**config.mk**
```make
export PLATFORM = sky130hd
export DESIGN_NAME = uart_rx_fifo
export DESIGN_NICKNAME = d
export VERILOG_FILES = /design/src/rtl/uart_pkg.sv /design/src/rtl/uart_sync_fifo.sv /design/src/rtl/uart_rx_fifo.sv
export SDC_FILE = /design/constraint.sdc
export NUM_CORES = 1
export LEC_CHECK = 0
export ABC_AREA = 1
export BUFFER_PORTS_ARGS = -buffer_cell sky130_fd_sc_hd__buf_4
export CORE_ASPECT_RATIO = 0.9
export CORE_MARGIN = 2
export CORE_UTILIZATION = 35
export CTS_CLUSTER_DIAMETER = 150
export DETAILED_ROUTE_END_ITERATION = 16
export PLACE_DENSITY_LB_ADDON = 0.1
export SLEW_MARGIN = 10
export SYNTH_ARGS = -nofsm -noshare
export SYNTH_HDL_FRONTEND = slang
export SYNTH_HIERARCHICAL = 1
export SYNTH_SLANG_ARGS = --single-unit
```
**constraint.sdc**
```tcl
create_clock -name i_clk -period 4.9 [get_ports i_clk]
set_input_delay 0.245 -clock i_clk [delete_from_list [all_inputs] [get_ports i_clk]]
set_output_delay 0.245 -clock i_clk [all_outputs]
set_load 0.005 [all_outputs]
```
**src/rtl/uart_pkg.sv**
```systemverilog
// Shared constants for the UART receive path: entry layout and default FIFO geometry.
package uart_pkg;
  localparam int DATA_W    = 9;
  localparam int ENTRY_W   = 11;
  localparam int DATA_LSB  = 0;
  localparam int DATA_MSB  = 8;
  localparam int FERR_BIT  = 9;
  localparam int PERR_BIT  = 10;
  localparam int DEF_DEPTH = 16;
  localparam int DEF_AW    = 4;

  // Field order matches the bit positions above (perr is the MSB).
  typedef struct packed {
    logic              perr;
    logic              ferr;
    logic [DATA_W-1:0] data;
  } rx_entry_t;
endpackage

```
**src/rtl/uart_sync_fifo.sv**
```systemverilog
// Single-clock first-word-fall-through FIFO with separate level counter; shared by RX and TX paths.
module uart_sync_fifo #(
  parameter int DEPTH = 16,
  parameter int AW    = 4,
  parameter int W     = 11
) (
  input  logic         i_clk,
  input  logic         i_rst,
  input  logic         i_push,
  input  logic         i_pop,
  input  logic         i_flush,
  input  logic [W-1:0] i_wdata,
  output logic [W-1:0] o_rdata,
  output logic [AW:0]  o_level,
  output logic         o_full,
  output logic         o_empty
);
  logic [W-1:0]  mem [DEPTH];
  logic [AW-1:0] rd_ptr;
  logic [AW-1:0] wr_ptr;
  logic [AW:0]   level;
  logic          do_push;
  logic          do_pop;

  assign o_empty = (level == '0);
  assign o_full  = (level == (AW+1)'(DEPTH));
  assign do_pop  = i_pop && !o_empty;
  // A pop in the same cycle frees the slot, so a push into a full FIFO still lands.
  assign do_push = i_push && (!o_full || do_pop);

  // NOTE: the storage array has no reset; level/pointers alone define validity.
  always_ff @(posedge i_clk) begin
    if (do_push && !i_flush) mem[wr_ptr] <= i_wdata;
  end

  always_ff @(posedge i_clk) begin
    if (i_rst || i_flush) begin
      rd_ptr <= '0;
      wr_ptr <= '0;
      level  <= '0;
    end else begin
      if (do_push) wr_ptr <= wr_ptr + AW'(1);
      if (do_pop)  rd_ptr <= rd_ptr + AW'(1);
      case ({do_push, do_pop})
        2'b10:   level <= level + (AW+1)'(1);
        2'b01:   level <= level - (AW+1)'(1);
        default: level <= level;
      endcase
    end
  end

  assign o_rdata = mem[rd_ptr];
  assign o_level = level;
endmodule

```
**src/rtl/uart_rx_fifo.sv**
```systemverilog
// Receive FIFO front-end: captures uart_rx frames on busy falling edge, clears its sticky errors, raises level irq.
module uart_rx_fifo
  import uart_pkg::*;
#(
  parameter int DEPTH = DEF_DEPTH,
  parameter int AW    = DEF_AW
) (
  input  logic              i_clk,
  input  logic              i_rst,
  input  logic [DATA_W-1:0] i_rx_data,
  input  logic              i_rx_busy,
  input  logic              i_rx_parity_err,
  input  logic              i_rx_overrun_err,
  output logic              o_rx_rst_err,
  input  logic              i_rd,
  input  logic              i_flush,
  input  logic              i_clr_ovf,
  input  logic [AW:0]       i_thresh,
  output logic [DATA_W-1:0] o_rd_data,
  output logic              o_rd_perr,
  output logic              o_rd_ferr,
  output logic              o_empty,
  output logic              o_full,
  output logic [AW:0]       o_level,
  output logic              o_ovf,
  output logic              o_irq
);
  logic               busy_q;
  logic               cap;
  logic               drop;
  rx_entry_t          wr_entry;
  logic [ENTRY_W-1:0] head;

  assign cap      = busy_q && !i_rx_busy;
  // A full FIFO only drops if no pop frees a slot this cycle; flush swallows the frame silently.
  assign drop     = cap && o_full && !i_rd && !i_flush;
  assign wr_entry = '{perr: i_rx_parity_err, ferr: i_rx_overrun_err, data: i_rx_data};

  uart_sync_fifo #(
    .DEPTH (DEPTH),
    .AW    (AW),
    .W     (ENTRY_W)
  ) u_fifo (
    .i_clk   (i_clk),
    .i_rst   (i_rst),
    .i_push  (cap),
    .i_pop   (i_rd),
    .i_flush (i_flush),
    .i_wdata (wr_entry),
    .o_rdata (head),
    .o_level (o_level),
    .o_full  (o_full),
    .o_empty (o_empty)
  );

  assign o_rd_data = head[DATA_MSB:DATA_LSB];
  assign o_rd_ferr = head[FERR_BIT];
  assign o_rd_perr = head[PERR_BIT];

  // NOTE: sequential state uses non-blocking assignments so every register samples pre-edge values.
  always_ff @(posedge i_clk) begin
    if (i_rst) begin
      busy_q       <= 1'b0;
      o_rx_rst_err <= 1'b0;
      o_ovf        <= 1'b0;
      o_irq        <= 1'b0;
    end else begin
      busy_q       <= i_rx_busy;
      o_rx_rst_err <= cap;
      if (drop)           o_ovf <= 1'b1;
      else if (i_clr_ovf) o_ovf <= 1'b0;
      o_irq        <= (i_thresh != '0) && (o_level >= i_thresh);
    end
  end
endmodule

```
==> metrics.md <==
| Metric | Value |
|---|---|
| Status | finished with violations |
| Failing checks | DRC |
| Synth Instances | 731 |
| Main synth FF type | edfxtp_1 |
| Syn Nets | 767 |
| Filler Cell Count | 2257 |
| Max Slew Vio Count | 0 |
| Part of the cycle the worst path needs | 59.4% |
| Cell taking the most area after synthesis | edfxtp_1 |
| Avg Inst Size Synth | 11.5 µm² |
| DRC Markers | 1 |
| CTS Buffer Depth | 2 |
| H-tree depth | 4 |
| Crit path capture type | output pin |
| CTS Buf Count | 17 |
| Num rows | 53 |
| Leak | 3.51 nW |
| Min Tclk post-route | 2910 ps |
| Endpoints failing setup | 0 |
| Place WS | 2460 ps |
| Switching power share of the total | 23.3% |
| Die Height | 151 µm |
| Overflow after GRT | 0 |
| Chip Width | 167 µm |
| Hold_ws | 61.7 ps |
| Setup TNS | 0 ps |
| Relative slew slack | 29.6% |
| Gate power share | 5.5% |
| # diodes | 0 |
| Cell Area, Synth | 8420 µm² |
| Largest net degree at the start of global routing | 105 |
| Worst-path clk slew | 80 ps |
| WL final | 19900 µm |
| PwrDens | 349 nW/µm² |
| CP Class | flop to output pin |
| Yosys warnings | 6 |
| CP arrival | 2660 ps |
| Seq pwr share | 55.3% |
| Hold depth | 3 |
| Final Skew | 20.0 ps |
| Area grow syn2layout | 14.1% |
| Flops & latches, synth | 197 |
| Actual slew at the worst max-slew pin | 1060 ps |
| Resized Gates After CTS | 0 |
| Seq. cell area | 5710 µm² |
| Nets | 809 |
| Netlist cell types | 29 |
| Asr flop ratio synth | 0% |
| Design Area, Final | 9610 µm² |
| Worst EP required | 4660 ps |
| TritonCTS clock tree | done |
| Post-detail-place hpwl | 12000 µm |
| Synth top area share | 62.8% |
| Dpl cell area | 9040 µm² |
| Sw power | 0.782 mW |
| Via-to-Cell Ratio | 4.93 |
| Hold_sp | i_clr_ovf |
| Peak supply drop | 0.000190 V |
| Initial antenna violation count | 0 |
| Initial Util | 35.9% |
| Vias in the first global route | 5137 |
| Internal power | 2.57 mW |
| Seq/Total Area, Yosys | 67.8% |
| I/O Pins | 43 |
| Reg2reg start | u_fifo/o_level[1] |
| Max Clk Rate | 344 MHz |
| Number of iterations in the first detailed-routing pass | 11 |
| Gr usage total | 16.3% |
| Area contributors post-synth | edfxtp_1 63%, inv_1 5.5%, dfxtp_1 5.0% |
| Clock latency on the worst-skew pair | 430 ps |
| Port Buf Inserts | 42 |
| Die area | 25300 µm² |
| CP Launch Type | flop |
| Clock sinks | 197 |
| Most numerous cell in the Yosys netlist | edfxtp_1 |
| Area of the multi-input gates | 2050 µm² |
| CTS root buf | clkbuf_16 |
| Hold Fails Final Rpt | 0 |
| Clock group share of total power | 39.1% |
| Core Area | 23500 µm² |
| Share of layout cells above drive strength 1 | 14.4% |
| Commonest cells post-synth | 176 x edfxtp_1, 124 x inv_1, 80 x nand3_1, 79 x nand2_1 |
| Fin worst setup slack | 1990 ps |
| CP max FO | 104 |
| Detail-routed net length per standard cell | 18.3 µm |
| First-pass GRT wire length | 30200 µm |
| Routability cong. | 0.790 |
| RSZ-0062 raised after global routing | false |
| Worst min-delay path class | primary input to flop |
| ANT nets after route | 0 |
| EDFF count, synth | 176 |
| Worst reg-to-reg path cell count | 11 |
| Via count | 5368 |
| Max-cap violation count | 0 |
| Initial DRC count | 408 |
-- worst max-delay path, stage by stage (launching register included) --
cell	delay [ps]
dfxtp_4	1000
buf_4	480
nand2_1	100
o211ai_1	100
nand3_1	100
nand3_1	130
nand2_1	110
buf_4	150
-- through the flow --
stage / cells / power (mW) / utilization, %
4_1_cts: 1088 / 3.38 / 40.9
6_report: 1088 / 3.35 / 40.9
3_5_place_dp: 1054 / 2.08 / 38.5
5_1_grt: 1088 / 3.49 / 40.9
3_3_place_gp: 1054 / 2.08 / 38.5
2_1_floorplan: 731 / 2.00 / -
-- layout by cell type, fill, tap and decap left out --
cell / instances
xor2_1: 2
nor2_1: 32
nand2_1: 79
inv_6: 4
inv_8: 2
clkinvlp_4: 2
inv_2: 1
clkinv_4: 4
o211ai_1: 34
clkinvlp_2: 1
dlygate4sd3_1: 2
dfxtp_1: 19
nand3_2: 1
dfxtp_4: 1
nand2_2: 1
o21ai_0: 53
o21ai_4: 1
inv_1: 124
xnor2_1: 1
ha_1: 13
clkbuf_16: 17
nand3_1: 80
dfxtp_2: 1
buf_4: 57
clkinv_2: 2
nor3_2: 1
nand4_1: 2
fa_1: 1
o211ai_2: 10
a21oi_1: 53
nand3b_1: 1
nor2_2: 6
a21o_1: 1
edfxtp_1: 176
a21oi_2: 1
-- layout make-up --
class                           instances  share of cell area, %
Tap cell                              302                   3.93
Timing Repair Buffer                   59                   4.66
Clock buffer                           17                   4.43
Clock inverter                         15                   1.28
Multi-Input combinational cell        373                   21.4
Sequential cell                       197                   59.4
Inverter                              125                   4.88
-- sequential cells by signal, summed over array words and instances (netlist names), named ones only --
signal and cells:
u_fifo/mem 176, u_fifo/o_level 5, u_fifo/rd_ptr 4, u_fifo/wr_ptr 4
busy_q 1, o_irq 1, o_ovf 1, o_rx_rst_err 1
-- per-layer routing --
layer	GRT usage, %	vias to the layer above	wire length [µm]
met3	3.71	4	775
met4	3.00	0	83
met5	0	-	0
met2	26.0	91	9170
met1	23.1	2665	9850
li1	-	2608	-
-- final timing paths --
path                             to  slack (ps)
setup / recovery          o_rd_perr        1990
hold / removal                o_ovf          60
setup reg to reg  u_fifo/o_level[4]        2660
hold reg to reg        o_rx_rst_err         470
-- cell families (layout without fill, tap and decap cells) --
kind of cell               Yosys count  after routing  share of synthesized area, %
AOI/OAI and AO/OA                  153            153                          11.2
xor gates and xnor gates             3              3                         0.312
and+or+nand+nor                    203            203                          10.6
adders and majority gates           14             14                          2.17
DFF                                197            197                          67.8
buffers and inverters              161            216                          7.97
-- power groups by stage --
| stage | registers, mW | logic (mW) | clock network (mW) |
|---|---|---|---|
| floorplan | 1.88 | 0.125 | 0 |
| global placement | 1.89 | 0.182 | 0 |
| detailed placement | 1.89 | 0.186 | 0 |
| CTS | 1.86 | 0.188 | 1.34 |
| global route | 1.86 | 0.212 | 1.42 |
| finish | 1.86 | 0.186 | 1.31 |
-- timing repair --
item	4_1_cts	5_1_grt
hold endpoints to repair	2	0
buffers inserted	0	0
hold buffers	2	0
Power figures use the tool's default switching activity.
